## src/rtl/sr04_echo_emulator.sv

```systemverilog
// HC-SR04 responder: accepts a trig pulse and answers with an echo pulse whose
// width encodes a programmable distance, for loopback of the ranging chain.
module sr04_echo_emulator #(
    parameter int CLK_PER_US     = 100,
    parameter int TRIG_MIN_US    = 10,
    parameter int BURST_DELAY_US = 200,
    parameter int US_PER_CM      = 58,
    parameter int MAX_CM         = 400,
    parameter int TIMEOUT_US     = 38000,
    parameter int HOLDOFF_US     = 1000
) (
    input  logic       clk,
    input  logic       rst,
    input  logic       trig,
    input  logic [9:0] distance_cm,
    output logic       echo,
    output logic       busy,
    output logic       trig_err,
    output logic       out_of_range
);

    typedef enum logic [2:0] {
        IDLE,
        TRIG_HI,
        DELAY,
        ECHO,
        HOLDOFF
    } state_t;

    localparam int              PW           = $clog2(CLK_PER_US + 1);
    localparam logic [PW-1:0]   PRESC_MAX    = PW'(CLK_PER_US - 1);
    localparam logic [19:0]     TRIG_MIN_CYC = 20'(TRIG_MIN_US * CLK_PER_US);
    localparam logic [15:0]     BURST_L      = 16'(BURST_DELAY_US);
    localparam logic [15:0]     HOLDOFF_L    = 16'(HOLDOFF_US);
    localparam logic [15:0]     TIMEOUT_L    = 16'(TIMEOUT_US);
    localparam logic [9:0]      MAX_CM_L     = 10'(MAX_CM);
    localparam logic [5:0]      CM_FACTOR    = 6'(US_PER_CM);

    state_t        r_state;
    logic          r_trigMeta;
    logic          r_trigSync;
    logic          r_trigPrev;
    logic [PW-1:0] r_presc;
    logic [15:0]   r_usCnt;
    logic [19:0]   r_trigCnt;
    logic [9:0]    r_distance;
    logic [15:0]   r_echoWidth;
    logic          r_echo;
    logic          r_busy;
    logic          r_trigErr;
    logic          r_outOfRange;

    logic          w_trigRise;
    logic          w_presWrap;
    logic          w_usDone;
    logic [15:0]   w_usTarget;
    logic [15:0]   w_product;
    logic          w_outOfRange;

    always_ff @(posedge clk) begin
        if (rst) begin
            r_trigMeta <= 1'b0;
            r_trigSync <= 1'b0;
            r_trigPrev <= 1'b0;
        end else begin
            r_trigMeta <= trig;
            r_trigSync <= r_trigMeta;
            r_trigPrev <= r_trigSync;
        end
    end

    assign w_trigRise   = r_trigSync & ~r_trigPrev;
    assign w_presWrap   = (r_presc == PRESC_MAX);
    assign w_product    = {6'd0, r_distance} * {10'd0, CM_FACTOR};
    assign w_outOfRange = (r_distance == 10'd0) || (r_distance > MAX_CM_L);

    always_comb begin
        w_usTarget = BURST_L;
        case (r_state)
            ECHO:    w_usTarget = r_echoWidth;
            HOLDOFF: w_usTarget = HOLDOFF_L;
            default: w_usTarget = BURST_L;
        endcase
    end

    assign w_usDone = w_presWrap && (r_usCnt == w_usTarget - 16'd1);

    // Timed states share one prescaler/us counter that restarts on every transition,
    // so each interval is an exact multiple of CLK_PER_US cycles.
    always_ff @(posedge clk) begin
        if (rst) begin
            r_state      <= IDLE;
            r_presc      <= '0;
            r_usCnt      <= '0;
            r_trigCnt    <= '0;
            r_distance   <= '0;
            r_echoWidth  <= '0;
            r_echo       <= 1'b0;
            r_busy       <= 1'b0;
            r_trigErr    <= 1'b0;
            r_outOfRange <= 1'b0;
        end else begin
            r_trigErr <= 1'b0;
            case (r_state)
                IDLE: begin
                    if (w_trigRise) begin
                        r_distance <= distance_cm;
                        r_trigCnt  <= 20'd1;
                        r_presc    <= '0;
                        r_usCnt    <= '0;
                        r_busy     <= 1'b1;
                        r_state    <= TRIG_HI;
                    end
                end
                TRIG_HI: begin
                    if (!r_trigSync) begin
                        r_presc <= '0;
                        r_usCnt <= '0;
                        if (r_trigCnt >= TRIG_MIN_CYC) begin
                            r_echoWidth  <= w_outOfRange ? TIMEOUT_L : w_product;
                            r_outOfRange <= w_outOfRange;
                            r_state      <= DELAY;
                        end else begin
                            r_trigErr <= 1'b1;
                            r_busy    <= 1'b0;
                            r_state   <= IDLE;
                        end
                    end else if (r_trigCnt != '1) begin
                        r_trigCnt <= r_trigCnt + 20'd1;
                    end
                end
                DELAY, ECHO, HOLDOFF: begin
                    if (!w_presWrap) begin
                        r_presc <= r_presc + 1'b1;
                    end else begin
                        r_presc <= '0;
                        if (!w_usDone) begin
                            r_usCnt <= r_usCnt + 16'd1;
                        end else begin
                            r_usCnt <= '0;
                            if (r_state == DELAY) begin
                                r_echo  <= 1'b1;
                                r_state <= ECHO;
                            end else if (r_state == ECHO) begin
                                r_echo       <= 1'b0;
                                r_outOfRange <= 1'b0;
                                r_state      <= HOLDOFF;
                            end else begin
                                r_busy  <= 1'b0;
                                r_state <= IDLE;
                            end
                        end
                    end
                end
                default: begin
                    r_echo  <= 1'b0;
                    r_busy  <= 1'b0;
                    r_state <= IDLE;
                end
            endcase
        end
    end

    assign echo         = r_echo;
    assign busy         = r_busy;
    assign trig_err     = r_trigErr;
    assign out_of_range = r_outOfRange;

endmodule
```

## config.mk

```make
export PLATFORM = sky130hd
export DESIGN_NAME = sr04_echo_emulator
export DESIGN_NICKNAME = d
export VERILOG_FILES = /design/src/rtl/sr04_echo_emulator.sv
export SDC_FILE = /design/constraint.sdc
export NUM_CORES = 1
export LEC_CHECK = 0
export CORE_ASPECT_RATIO = 0.8
export CORE_MARGIN = 2
export CORE_UTILIZATION = 35
export DETAILED_ROUTE_END_ITERATION = 8
export GPL_ROUTABILITY_DRIVEN = 1
export PLACE_DENSITY_LB_ADDON = 0.25
export SYNTH_ARGS = -nofsm -noshare
export SYNTH_HDL_FRONTEND = slang
export SYNTH_SLANG_ARGS = --single-unit
```

## constraint.sdc

```tcl
create_clock -name clk -period 4.2 [get_ports clk]
set_clock_uncertainty 0.2 [all_clocks]
set_input_delay 1.05 -clock clk [delete_from_list [all_inputs] [get_ports clk]]
set_output_delay 1.05 -clock clk [all_outputs]
set_load 0.03 [all_outputs]
```

# Word level (Yosys, flattened, before mapping)
# Index checks and enable logic that the tools add are counted.
[totals] regBits=79 elab_cells=106
[classes] mul=1 mux=43 reduce_logical=19 bitwise_logic=5 addsub=4 eq_ne=19 order_cmp=2
[ops] op="$mux W16" count=5
[ops] op="$mux W20" count=3
[ops] op="$pmux W16 S3" count=1
[ops] op="$pmux W20 S2" count=1
[ops] op="$pmux W16 S2" count=1
[ops] op="$ne A2 B2 Y1 const B" count=11
[ops] op="$mux W7" count=3
[ops] op="$pmux W7 S3" count=1
[ops] op="$add A20 B1 Y20 const B" count=1
[ops] op="$ge A20 B10 Y1 const B" count=1
[ops] op="$ne A20 B20 Y1 const B" count=1
[ops] op="$mux W3" count=6
[ops] op="$mux W1" count=17
[ops] op="$add A16 B1 Y16 const B" count=1
[ops] op="$eq A16 B16 Y1" count=1
[ops] op="$reduce_and A4 Y1" count=4
[ops] op="$sub A16 B1 Y16 const B" count=1
[ops] op="$mul A10 B5 Y15 const B" count=1
[ops] op="$reduce_and A7 Y1" count=2
[ops] op="$gt A10 B9 Y1 const B" count=1
[ops] op="$logic_not A10 Y1" count=1
[ops] op="$pmux W3 S3" count=1
[ops] op="$add A7 B1 Y7 const B" count=1
[ops] op="$eq A7 B7 Y1 const B" count=1
[ops] op="other kinds (18)" count=26

# Depth between registers and ports, before layout
[logic_depth] word_depth=8 mapped_depth=14 depth_no_buf=14

# Worst setup path before layout
# No wires, ideal clock.
[synth_timing] path_type="register -> register" start="reg r_distance[3]" end="reg r_echoWidth[14]" required_ns=3.930 path_stages_with_launch=15 path_buffers=0 arrival_time_ns=3.450 path_slack_ns=0.479 setup_ns=0.070 path_cell_list="dfxtp_1 > fa_1 > ha_1 > inv_1 > fa_1 > inv_1 > ha_1 > a21o_1 > a21oi_1 > o21ai_0 > o41a_1 > a31oi_1 > xnor2_1 > nand3_1 > a21oi_1"
[synth_between] elab_chain_len=3 elab_cells_between_ends=5
[synth_rtl] item="start, declared" line="46" source="logic [9:0] r_distance;"
[synth_rtl] item="start signal, assigned" line="107" source="r_distance <= distance_cm;"
[synth_rtl] item="branches (longest 2 deep; another with $mul A10 B5 Y15)"
[synth_rtl] item="$mux W16 *" line="120" source="r_echoWidth <= w_outOfRange ? TIMEOUT_L : w_product;"
[synth_rtl] item="end signal, assigned" line="120"
[synth_rtl] item="end, declared" line="47" source="logic [15:0] r_echoWidth;"
# Mark *: on every way between the ends.
# A chain may end at the register's enable or synchronous reset.

# Worst setup path after layout
[layout_timing] start="reg r_distance[2]" end="reg r_echoWidth[14]"
# Same word-level chain as after synthesis.

==> metrics.md <==
| Metric | Value |
|---|---|
| Arrival @ worst endpoint | 3.96 ns |
| Synth Instances | 670 |
| Most frequent cells in the layout | dfxtp_1, nand2_1, inv_1, a21oi_1, nor2_1 |
| Power Density | 280 nW/um^2 |
| Diode count | 0 |
| CTS clk-pin slew, worst paths | 0.06 ns |
| CTS tree | built |
| Status | finished, final reports clean |
| Most common cell after layout, fill and taps aside | dfxtp_1 |
| Maximum clock frequency | 0.257 GHz |
| Clock Power Share | 0.419 |
| Largest net degree at the start of global routing | 43 |
| Share of post-route cells with drive strength above 1 | 0.0778 |
| Startpoint types | flip-flop |
| Fin. Hold Viols | 0 |
| Full die area | 17000 um^2 |
| GRT Total Usage | 0.162 |
| Ports | 17 |
| Final WL | 12900 um |
| Min Tclk post-route | 3.88 ns |
| Max-slew violation count | 0 |
| Post-CTS Hold Buffers | 0 |
| Worst path required time | 4.27 ns |
| Cell variety after synth | 70 |
| Worst-path fanout max | 6 |
| Switching share of total power | 0.283 |
| Post-synthesis area per instance | 8.35 um^2 |
| Syn. warnings | 0 |
| Site Rows | 41 |
| Worst r2r dst | r_echoWidth[14]$_SDFFE_PP0P_ |
| Via count | 4721 |
| Hold Path Sink | r_trigSync$_SDFF_PP0_ |
| Slew margin rel. | 0.290 |
| DP Cell Count | 880 |
| P_leak | 2.43 nW |
| Crit Path Class | reg -> reg |
| First-pass GRT wire length | 22500 um |
| Drt drc | 0 |
| Reg2Reg Setup Slack | 0.32 ns |
| RSZ-0062 raised after global routing | false |
| Hold_sp | r_trigMeta$_SDFF_PP0_ |
| Pre-antenna DRT Iters | 4 |
| TNS Setup | 0 ns |
| Die Wd | 145 um |
| Net count after synthesis | 743 |
| R2R depth | 14 |
| CTS buffer count | 9 |
| Worst-margin pin slew | 1.06 ns |
| Initial antenna violation count | 0 |
| Ys flop type | dfxtp_1 |
| WL per Instance | 14.4 um |
| Post-synth EDFFs | 0 |
| Post CTS Setup Buffer Count | 0 |
| Vias in the first global route | 4511 |
| Cell area after synthesis | 5600 um^2 |
| Gpl congestion | 0.850 |
| Clk root buf | clkbuf_16 |
| Area grow syn2layout | 12.5% |
| Nature of the critical path endpoint | flip-flop |
| Sw Pwr | 0.498 mW |
| Cts repair resizes | 0 |
| TritonCTS Sinks | 78 |
| Final Setup Violations | 0 |
| Initial Utilization | 0.357 |
| Post-route clock period utilization | 0.925 |
| Register bit total from synthesis | 78 |
| DP HPWL | 9670 um |
| Routed vias/inst | 5.27 |
| R2R Path Start | r_distance[2]$_SDFFE_PP0P_ |
| Core area | 15700 um^2 |
| Final nets | 749 |
| Port buffer count | 16 |
| Post-synthesis sequential area ratio | 0.279 |
| Sequential power share | 0.439 |
| Combinational share of power | 0.142 |
| Internal power | 1.26 mW |
| Initial detailed-routing violation count | 182 |
| Worst min path class | reg -> reg |
| Antenna viol nets, final | 0 |
| Clk_lat worst skew | 0.34 ns |
| Hold Crit Depth | 1 |
| Max cap viols | 0 |
| Die Y | 117 um |
| GRT overflow | 0 |
| Synth async-reset ratio | 0 |
| CTS max path bufs | 2 |
| Final cell count without fillers | 896 |
| H-Tree Depth | 3 |
| Max rail drop VDD | 0.197 mV |
-- power groups by stage --
| stage | Combinational [mW] | Sequential [mW] | Clock (mW) |
|---|---|---|---|
| finish | 0.250 | 0.773 | 0.738 |
| global placement | 0.244 | 0.788 | 0 |
| detailed placement | 0.248 | 0.789 | 0 |
| floorplan | 0.165 | 0.791 | 0 |
| CTS | 0.250 | 0.773 | 0.761 |
| global route | 0.280 | 0.775 | 0.791 |
-- worst max-delay path by stage --
stage,from,end,slack (ns),cells past startpoint
2_1_floorplan,r_distance[3]$_SDFFE_PP0P_,r_echoWidth[14]$_SDFFE_PP0P_,0.48,14
3_3_place_gp,r_distance[2]$_SDFFE_PP0P_,r_echoWidth[14]$_SDFFE_PP0P_,0.28,14
3_5_place_dp,r_distance[2]$_SDFFE_PP0P_,r_echoWidth[14]$_SDFFE_PP0P_,0.25,14
4_1_cts,r_distance[2]$_SDFFE_PP0P_,r_echoWidth[14]$_SDFFE_PP0P_,0.23,14
5_1_grt,r_distance[4]$_SDFFE_PP0P_,r_echoWidth[14]$_SDFFE_PP0P_,0.03,13
6_report,r_distance[2]$_SDFFE_PP0P_,r_echoWidth[14]$_SDFFE_PP0P_,0.32,14
-- cell type report --
class / count / area, um^2
fillers: 1595 / 9400
multi-input cells: 508 / 3720
flip-flops and latches: 78 / 1560
repair buffers: 31 / 280
well taps: 215 / 269
clock buffers: 10 / 239
inverters: 48 / 180
clock inverters: 6 / 45.0
-- metrics by stage --
step	total power, mW	hold WS, ns	cell area (um^2)	setup WS, ns	util
4_1_cts	1.78	0.241	6290	0.229	0.401
3_5_place_dp	1.04	0.227	6010	0.254	0.383
3_3_place_gp	1.03	0.218	6010	0.276	0.383
2_1_floorplan	0.956	0.214	5600	0.479	-
6_report	1.76	0.241	6300	0.315	0.401
5_1_grt	1.85	0.251	6300	0.0339	0.401
-- kinds of logic after synthesis --
| group | Yosys count | share of synthesized area |
|---|---|---|
| compound gates | 140 | 0.168 |
| xor+xnor | 51 | 0.0872 |
| fa+ha+maj | 60 | 0.154 |
| buf+inv | 84 | 0.0583 |
| flops | 78 | 0.279 |
| mux | 2 | 0.00380 |
| simple gates | 255 | 0.249 |
-- metal layers --
layer  GRT usage  up-vias  wire [um]
li1            -     2412          -
met1       0.226     2227       6820
met2       0.257       71       5620
met3      0.0302       11        351
met4      0.0510        0        153
met5           0        -          0
-- flip-flops by register name (all words and copies together), names as in the netlist --
signal        count
r_echoWidth      15
busy              1
out_of_range      1
r_trigSync        1
r_presc           7
r_distance       10
r_state           3
r_trigPrev        1
r_trigCnt        20
r_trigMeta        1
r_usCnt          16
trig_err          1
echo              1
-- critical path, cell delays in order (launching register included) --
cell and delay (ns):
dfxtp_2 0.41, fa_1 0.44, ha_1 0.28, inv_1 0.05, fa_1 0.49, inv_1 0.04, ha_1 0.33, a21o_1 0.19
a21oi_1 0.23, o21ai_0 0.16, o41a_1 0.37, a31oi_1 0.21, xnor2_1 0.13, nand3_1 0.09, a21oi_1 0.18
-- cell usage after synthesis (all sizes together) (5+ instances only) --
cell type  number  area share
a211oi         16       0.028
a21oi          48       0.043
a311oi          5      0.0078
a31oi           7      0.0078
and3            7      0.0078
and4            6      0.0094
clkbuf         32       0.022
dfxtp          78        0.28
fa             15       0.054
ha             45        0.10
inv            48       0.032
nand2          50       0.034
nand2b          8      0.0089
nand3          30       0.027
nand4          12       0.013
nand4b          5      0.0078
nor2           46       0.031
nor3           22       0.020
nor4           12       0.015
o211ai          5      0.0067
o21ai          26       0.023
o31ai           5      0.0067
or3            15       0.017
or4             8       0.011
xnor2          31       0.049
xor2           17       0.027
(Power assumes the default switching activity.)
